$ cat src/rtl/comparator32b_pkg.sv
// Shared constants and flag helpers for the 32-bit bit-sliced magnitude comparator.
package comparator32b_pkg;

    localparam int CMP_WIDTH   = 32;
    localparam int SLICE_WIDTH = 4;
    localparam int NUM_SLICES  = 8;

    typedef struct packed {
        logic gr;
        logic lt;
        logic eq;
    } cmp_flags_t;

    // When the sign bits differ, the negative operand is the smaller one.
    function automatic cmp_flags_t sign_resolve(input logic a_msb, input logic b_msb);
        cmp_flags_t f;
        f.gr = b_msb;
        f.lt = a_msb;
        f.eq = 1'b0;
        return f;
    endfunction

endpackage

$ cat src/rtl/comparator32b_cmp4b.sv
// cmp4b: 4-bit unsigned magnitude comparator slice, one-hot gr/lt/eq outputs.
module cmp4b
    import comparator32b_pkg::*;
(
    input  logic [SLICE_WIDTH-1:0] a,
    input  logic [SLICE_WIDTH-1:0] b,
    output logic                   gr,
    output logic                   lt,
    output logic                   eq
);

    // Combinational slice compare.
    always_comb begin
        gr = 1'b0;
        lt = 1'b0;
        eq = 1'b0;
        if (a > b) begin
            gr = 1'b1;
        end else if (a < b) begin
            lt = 1'b1;
        end else begin
            eq = 1'b1;
        end
    end

endmodule

$ cat src/rtl/comparator32b.sv
// comparator32b: registered 32-bit comparator built from eight cmp4b slices.
// Define COMPARATOR32B_SIGNED_EN for a two's-complement compare; the default build is unsigned.
module comparator32b
    import comparator32b_pkg::*;
(
    input  logic clk,
    input  logic rst,
    input  logic a0,  input logic a1,  input logic a2,  input logic a3,
    input  logic a4,  input logic a5,  input logic a6,  input logic a7,
    input  logic a8,  input logic a9,  input logic a10, input logic a11,
    input  logic a12, input logic a13, input logic a14, input logic a15,
    input  logic a16, input logic a17, input logic a18, input logic a19,
    input  logic a20, input logic a21, input logic a22, input logic a23,
    input  logic a24, input logic a25, input logic a26, input logic a27,
    input  logic a28, input logic a29, input logic a30, input logic a31,
    input  logic b0,  input logic b1,  input logic b2,  input logic b3,
    input  logic b4,  input logic b5,  input logic b6,  input logic b7,
    input  logic b8,  input logic b9,  input logic b10, input logic b11,
    input  logic b12, input logic b13, input logic b14, input logic b15,
    input  logic b16, input logic b17, input logic b18, input logic b19,
    input  logic b20, input logic b21, input logic b22, input logic b23,
    input  logic b24, input logic b25, input logic b26, input logic b27,
    input  logic b28, input logic b29, input logic b30, input logic b31,
    output logic gr,
    output logic lt,
    output logic eq
);

    logic [CMP_WIDTH-1:0]  a_s;
    logic [CMP_WIDTH-1:0]  b_s;
    logic [NUM_SLICES-1:0] slice_gr_s;
    logic [NUM_SLICES-1:0] slice_lt_s;
    logic [NUM_SLICES-1:0] slice_eq_s;
    logic                  decided_s;
    cmp_flags_t            cascade_s;
    cmp_flags_t            flags_d;
    logic                  gr_q, lt_q, eq_q;

    assign a_s = {a31, a30, a29, a28, a27, a26, a25, a24,
                  a23, a22, a21, a20, a19, a18, a17, a16,
                  a15, a14, a13, a12, a11, a10, a9,  a8,
                  a7,  a6,  a5,  a4,  a3,  a2,  a1,  a0};
    assign b_s = {b31, b30, b29, b28, b27, b26, b25, b24,
                  b23, b22, b21, b20, b19, b18, b17, b16,
                  b15, b14, b13, b12, b11, b10, b9,  b8,
                  b7,  b6,  b5,  b4,  b3,  b2,  b1,  b0};

    for (genvar g = 0; g < NUM_SLICES; g++) begin : g_slice
        cmp4b u_cmp4b (
            .a  (a_s[g*SLICE_WIDTH +: SLICE_WIDTH]),
            .b  (b_s[g*SLICE_WIDTH +: SLICE_WIDTH]),
            .gr (slice_gr_s[g]),
            .lt (slice_lt_s[g]),
            .eq (slice_eq_s[g])
        );
    end

    // MSB-priority cascade: the highest slice that is not equal decides.
    always_comb begin
        cascade_s = '{gr: 1'b0, lt: 1'b0, eq: 1'b1};
        decided_s = 1'b0;
        for (int i = NUM_SLICES - 1; i >= 0; i--) begin
            if (!decided_s && !slice_eq_s[i]) begin
                cascade_s = '{gr: slice_gr_s[i], lt: slice_lt_s[i], eq: 1'b0};
                decided_s = 1'b1;
            end else begin
                decided_s = decided_s;
            end
        end
    end

    // Signed fix-up: only the sign-bit decision flips; eq is untouched.
    always_comb begin
        flags_d = cascade_s;
`ifdef COMPARATOR32B_SIGNED_EN
        if (a_s[CMP_WIDTH-1] != b_s[CMP_WIDTH-1]) begin
            flags_d = sign_resolve(a_s[CMP_WIDTH-1], b_s[CMP_WIDTH-1]);
        end else begin
            flags_d = cascade_s;
        end
`endif
    end

    // Output register stage with asynchronous clear.
    always_ff @(posedge clk or posedge rst) begin
        if (rst) begin
            gr_q <= 1'b0;
            lt_q <= 1'b0;
            eq_q <= 1'b0;
        end else begin
            gr_q <= flags_d.gr;
            lt_q <= flags_d.lt;
            eq_q <= flags_d.eq;
        end
    end

    assign gr = gr_q;
    assign lt = lt_q;
    assign eq = eq_q;

endmodule

$ cat config.mk
export PLATFORM = sky130hd
export DESIGN_NAME = comparator32b
export DESIGN_NICKNAME = d
export VERILOG_FILES = /design/src/rtl/comparator32b_pkg.sv /design/src/rtl/comparator32b_cmp4b.sv /design/src/rtl/comparator32b.sv
export SDC_FILE = /design/constraint.sdc
export NUM_CORES = 1
export LEC_CHECK = 0
export CORE_MARGIN = 2
export CORE_UTILIZATION = 38
export DETAILED_ROUTE_END_ITERATION = 6
export GPL_TIMING_DRIVEN = 0
export PLACE_DENSITY = 0.95
export SYNTH_ARGS = -nofsm -noshare
export SYNTH_HDL_FRONTEND = slang
export SYNTH_SLANG_ARGS = --single-unit
$ cat constraint.sdc
create_clock -name clk -period 1.4 [get_ports clk]
set_clock_uncertainty 0.1 [all_clocks]
set_input_delay 0.21 -clock clk [delete_from_list [all_inputs] [get_ports clk]]
set_output_delay 0.21 -clock clk [all_outputs]
set_load 0.005 [all_outputs]
==> results.yml, run 1 <==
route:
  route.met3.wl_um: 632
  vias: 1574
  via_per_inst: 6.30
  final_antenna_net_count: 0
  wire_per_inst_um: 26.2
  wl_met1_um: 1980
  wl_met2_um: 3310
  drc: 0
  top_layer: "met4"
  first_iter_violations: 57
  drtPass1Iterations: 6
  wl_um: 6560
yosys:
  ys_types: 23
  synth-seq-area-share_pct: 7.72
  syn_area_um2: 972
  syn_nets: 231
  synthMuxAreaShare_pct: 0
  synth_top_area_cell: "ha_1"
  ys_seq_elements: 3
  synth_top_area_share_pct: 41.2
  synth_compound_area_share_pct: 21.9
  synthTopCellsByArea: "ha_1 41%, inv_1 14%, dfrtp_1 7.7%"
  synth_cells: 133
  ys_warn_count: 0
  yosys.area_share.simple_pct: 14.9
  synth_xor_area_share_pct: 0
  avgSynthCellArea_um2: 7.31
  synth_fa_ha_area_share_pct: 41.2
  synth_top_family_by_area: "adder cells"
floorplanning:
  core-area_mm2: 0.00245
  fp.dieW_um: 54.6
  io_pins: 69
  chipHeight_um: 54.6
  die_area_mm2: 0.00298
  initial_core_util_pct: 39.6
  num_rows: 18
clock_tree:
  cts_hold_buf: 0
  cts_sinks: 3
  clockBufferDepth: 2
  cts.htree.levels: 1
  clkSlewWorstSetupHoldPaths_ns: 0.05
  cts_buffers: 3
  tritoncts: "done"
  cts_root_buf: "clkbuf_4"
outcome:
  status: "finished, violations left"
  violations: "setup timing"
global_route:
  grt_pass1_vias: 1435
  grt_pass1_wl_um: 5870
  grt_start_max_net_pins: 4
  grt_use_total_pct: 28.1
  grt_overflow: 0
  antenna_found_initial: 0
power:
  power_density_mw_per_mm2: 462
  peakVddDrop_mv: 0.392
  power_leakage_nw: 1.11
  totalPowerFinal_mw: 1.07
setup_path:
  required_ns: 1.44
  crit_path_end_kind: "flop"
  startpoint: "b10"
  worstSetupPathType: "primary input to flop"
  critPathLaunchType: "primary input"
  arrival_ns: 1.89
  crit_fanout: 2
sta:
  fin_ws_ns: -0.448
  rsz0062_at_grt: "true"
  finalHoldViolCount: 0
  period_share_pct: 132
  setup-violations-final: 4
  slew_viol_final: 0
  slew_headroom_pct: 77.1
  max_freq_mhz: 541
  fin_crit_ns: 1.85
  worst_pin_slew_ns: 0.340
cells_and_area:
  areaGrowthSynthToFinish_pct: 139
  nets: 319
  num_antenna_cells: 0
  final_cell_area_mm2: 0.00232
  fill_cells: 70
  drive_gt1_share_pct: 51.4
  final_cells: 250
place:
  dpl_cell_area_mm2: 0.00181
  placed_cells: 231
  dp_hpwl_um: 2660
  gp_congestion: 0.708
  port-buffer-count: 68
run:
  cap_violations: 0
min_path:
  hp-class: "primary input to async pin"
-- cells in the mapped netlist --
cell type and count:
nor2b_1 4, o22ai_1 1, ha_1 32, a2111oi_0 1, a22o_1 1, a211oi_1 1, a22oi_1 2, a211oi_2 1
nand2_1 4, o31ai_1 2, o2111ai_1 1, or2_1 3, nor2_1 8, a21oi_1 11, o21ai_0 4, nand4_1 8
dfrtp_1 3, o21ai_1 2, o21a_1 3, nand2b_1 1, inv_1 37, o211ai_1 2, a21o_1 1
-- stage by stage --
| stage | hold WS [ns] | setup TNS [ns] | worst slack, ns | utilization, % |
|---|---|---|---|---|
| 4_1_cts | 0.0533 | -0.675 | -0.269 | 83.5 |
| 6_report | 0.0632 | -1.22 | -0.448 | 94.6 |
| 3_5_place_dp | 0.301 | -2.84 | -1.05 | 73.6 |
| 5_1_grt | 0.0591 | -1.56 | -0.544 | 94.6 |
| 2_1_floorplan | -0.136 | -0.409 | -0.215 | - |
| 3_3_place_gp | 0.283 | -2.68 | -0.999 | 73.6 |
-- sequential cells by signal (all words and copies together), names as in the netlist --
name and count:
lt 1, eq 1, gr 1
-- cell usage in the layout (no fill, tap or decap), types with 3 or more instances in the layout --
cell type / synthesis / final
a21oi_1: 11 / 6
a21oi_2: 0 / 4
buf_4: 0 / 14
buf_6: 0 / 12
clkbuf_2: 0 / 7
clkbuf_4: 0 / 3
clkdlybuf4s15_1: 0 / 7
clkdlybuf4s50_1: 0 / 13
dfrtp_1: 3 / 3
dlygate4sd2_1: 0 / 11
dlymetal6s2s_1: 0 / 14
ha_1: 32 / 7
ha_4: 0 / 25
inv_1: 37 / 14
inv_2: 0 / 20
nand2_1: 4 / 4
nand4_1: 8 / 8
nor2_1: 8 / 4
o21a_1: 3 / 3
o21ai_2: 0 / 3
-- layer usage --
layer	vias to the layer above	track usage, %
met5	-	0
met4	0	15.4
met3	74	7.10
met2	157	59.5
met1	705	21.9
li1	638	-
-- cell type report --
cell class	instances	area, µm²	share of cell area, %
Timing Repair Buffer	83	812	34.9
Multi-Input combinational cell	93	1210	52.2
Sequential cell	3	75.1	3.23
Clock buffer	4	26.3	1.13
Tap cell	30	37.5	1.62
Inverter	37	159	6.84
-- what timing repair did --
item / in CTS / in global routing
gates resized for setup: 132 / 73
endpoints found under the setup margin: 3 / 4
gates cloned: 0 / 0
buffers inserted: 12 / 7
pin swaps: 36 / 43
-- critical path, stage by stage --
cell             delay, ns
clkdlybuf4s50_1       0.50
inv_1                 0.08
ha_1                  0.30
nand2_1               0.10
nor2_1                0.08
a211oi_2              0.32
or2_4                 0.22
o22ai_2               0.08
-- where the power goes --
part           switching (mW)  total, mW  internal, mW
Combinational           0.363      0.784         0.421
Sequential            0.00360     0.0983        0.0947
Clock                  0.0815      0.191         0.109
-- worst paths after layout --
kind / depth (start not counted) / end
max in group asynchronous: 2 / eq
min in group clk: 5 / gr
max: 8 / gr
min: 2 / gr
-- kinds of logic after synthesis --
kind of cell,after synthesis
buf+inv,37
compound gates,33
fa+ha+maj,32
simple gates,28
flops,3
No activity file was read; power rests on OpenSTA's default activity.
==> inputs of run 2 (changes only) <==
--- a/config.mk
+++ b/config.mk
@@ -7,2 +7,3 @@
 export LEC_CHECK = 0
+export CAP_MARGIN = 20
 export CORE_MARGIN = 2
==> constraint.sdc (replaced) <==
create_clock -name clk -period 1.4 [get_ports clk]
set_clock_uncertainty 0.1 [all_clocks]
set_input_delay 0.28 -clock clk [delete_from_list [all_inputs] [get_ports clk]]
set_output_delay 0.28 -clock clk [all_outputs]
set_load 0.005 [all_outputs]
==> run 2 against run 1 <==
Compared with the run above: the flow still finishes with violations (setup timing); core utilization is 5.1 points lower; combinational power down 12%; sequential cell count unchanged; sequential share of layout area increased by 0.19 points; via count shrank 7.8%; first-iteration DRC count fell by 42%; power is 11% lower; worst setup slack got worse by 0.058 ns; clock power down 7%; fmax is 3.1% lower; critical path depth grew 1.
==> results.yml, run 2 (same netlist as run 1, synthesis figures left out) <==
route:
  final_antenna_net_count: 0
  drtPass1Iterations: 4
  first_iter_violations: 33
  wl_um: 5290
  via_per_inst: 5.80
  drc: 0
  vias: 1451
  wire_per_inst_um: 21.2
floorplanning:
  core-area_mm2: 0.00245
  fp.dieW_um: 54.6
  die_area_mm2: 0.00298
  io_pins: 69
  chipHeight_um: 54.6
  initial_core_util_pct: 39.6
  num_rows: 18
place:
  dp_hpwl_um: 2660
  port-buffer-count: 68
  gp_congestion: 0.708
clock_tree:
  tritoncts: "done"
  clkSlewWorstSetupHoldPaths_ns: 0.04
  cts_root_buf: "clkbuf_4"
  cts.htree.levels: 1
  clockBufferDepth: 2
  cts_buffers: 3
  cts_sinks: 3
global_route:
  antenna_found_initial: 0
  grt_overflow: 0
  grt_start_max_net_pins: 4
  grt_use_total_pct: 28.8
  grt_pass1_wl_um: 6030
  grt_pass1_vias: 1400
sta:
  fin_ws_ns: -0.507
  worst_pin_slew_ns: 0.312
  finalHoldViolCount: 0
  period_share_pct: 136
  slew_headroom_pct: 79.2
  max_freq_mhz: 524
  setup-violations-final: 3
  rsz0062_at_grt: "true"
  final.setup.tns_ns: -1.35
  fin_crit_ns: 1.91
  slew_viol_final: 0
power:
  power_density_mw_per_mm2: 437
  peakVddDrop_mv: 0.351
  pwr-share-clk_pct: 18.4
  power_switching_mw: 0.379
  totalPowerFinal_mw: 0.960
  power_leakage_nw: 1.01
  p_int_mw: 0.581
  seq_power_share_pct: 10.0
  combPwrFrac_pct: 71.5
  switching_share_pct: 39.5
cells_and_area:
  layout_common_cells: "22 x clkdlybuf4s50_1, 21 x ha_4, 18 x inv_1, 16 x inv_2"
  drive_gt1_share_pct: 45.5
  layout_commonest_cell: "clkdlybuf4s50_1"
  num_antenna_cells: 0
  nets: 319
  areaGrowthSynthToFinish_pct: 126
setup_path:
  required_ns: 1.47
  crit_path_end_kind: "flop"
  critPathBufInv: 2
  cp_top_family: "simple AND/OR/NAND/NOR gates"
  cpPeakStageDelay_ns: 0.33
  critPathLaunchType: "primary input"
  slowest_stage: "or2_4"
  crit_fanout: 2
  cp_common_cell: "nand4_1"
  arrival_ns: 1.98
  worstSetupPathType: "primary input to flop"
  path_cells: "dlygate4sd2_1, inv_1, ha_1, nand4_1, or2_1, nor2_1, nand4_1, or2_4, o22ai_2"
outcome:
  violations: "setup timing"
  status: "finished, violations left"
run:
  cap_violations: 0
min_path:
  hp-class: "primary input to async pin"
[run 2: cell types whose count changed in the layout (fill, tap and decap cells not counted), sizes merged]
cell	delta
dlymetal6s2s	-12
clkdlybuf4s50	+9
dlygate4sd2	+4
clkdlybuf4s15	-1
[run 2: how the worst max path moves through the flow]
stage / startpoint / end / slack (ns) / cells past startpoint
3_3_place_gp: b27 / gr / -1.07 / 9
4_1_cts: b30 / gr / -0.34 / 9
2_1_floorplan: b27 / gr / -0.28 / 8
3_5_place_dp: b27 / gr / -1.12 / 9
6_report: a16 / gr / -0.51 / 9
5_1_grt: b17 / gr / -0.56 / 9
[run 2: per-layer routing]
layer | vias up | routed length (µm) | GRT usage (%) | part of all wire (%)
met1 | 666 | 1730 | 23.4 | 33
met5 | - | 0 | 0 | 0
met2 | 106 | 2850 | 57.5 | 54
met3 | 42 | 417 | 8.74 | 7.9
li1 | 637 | - | - | -
met4 | 0 | 302 | 18.8 | 5.7
[run 2: through the flow]
stage	util (%)	setup WS, ns	std cells	hold WS (ns)	instance area, µm²
6_report	89.5	-0.507	250	0.126	2200
5_1_grt	89.5	-0.556	250	0.152	2200
4_1_cts	83.4	-0.339	245	0.123	2050
3_5_place_dp	73.6	-1.12	231	0.371	1810
3_3_place_gp	73.6	-1.07	231	0.353	1810
2_1_floorplan	-	-0.285	133	-0.0664	1090
[run 2: timing repair]
item	in CTS	in global routing
cloned	0	0
endpoints found under the setup margin	6	3
setup buffers	12	5
pin swaps	36	30
hold buffers	0	0
gates resized for setup	135	45
[run 2: power groups by stage]
stage	Combinational, mW	Sequential (mW)	Clock (mW)
2_1_floorplan	0.219	0.0994	0
3_3_place_gp	0.457	0.0979	0
3_5_place_dp	0.489	0.0978	0
4_1_cts	0.553	0.0963	0.161
5_1_grt	0.734	0.0966	0.180
6_report	0.687	0.0961	0.177
[run 2: layout make-up]
| type | count | area [µm²] |
|---|---|---|
| fill | 88 | 258 |
| tap | 30 | 37.5 |
| multi-input combinational | 93 | 1150 |
| timing repair buffer | 83 | 752 |
| clock buffer | 4 | 26.3 |
| sequential | 3 | 75.1 |
| inverter | 37 | 159 |
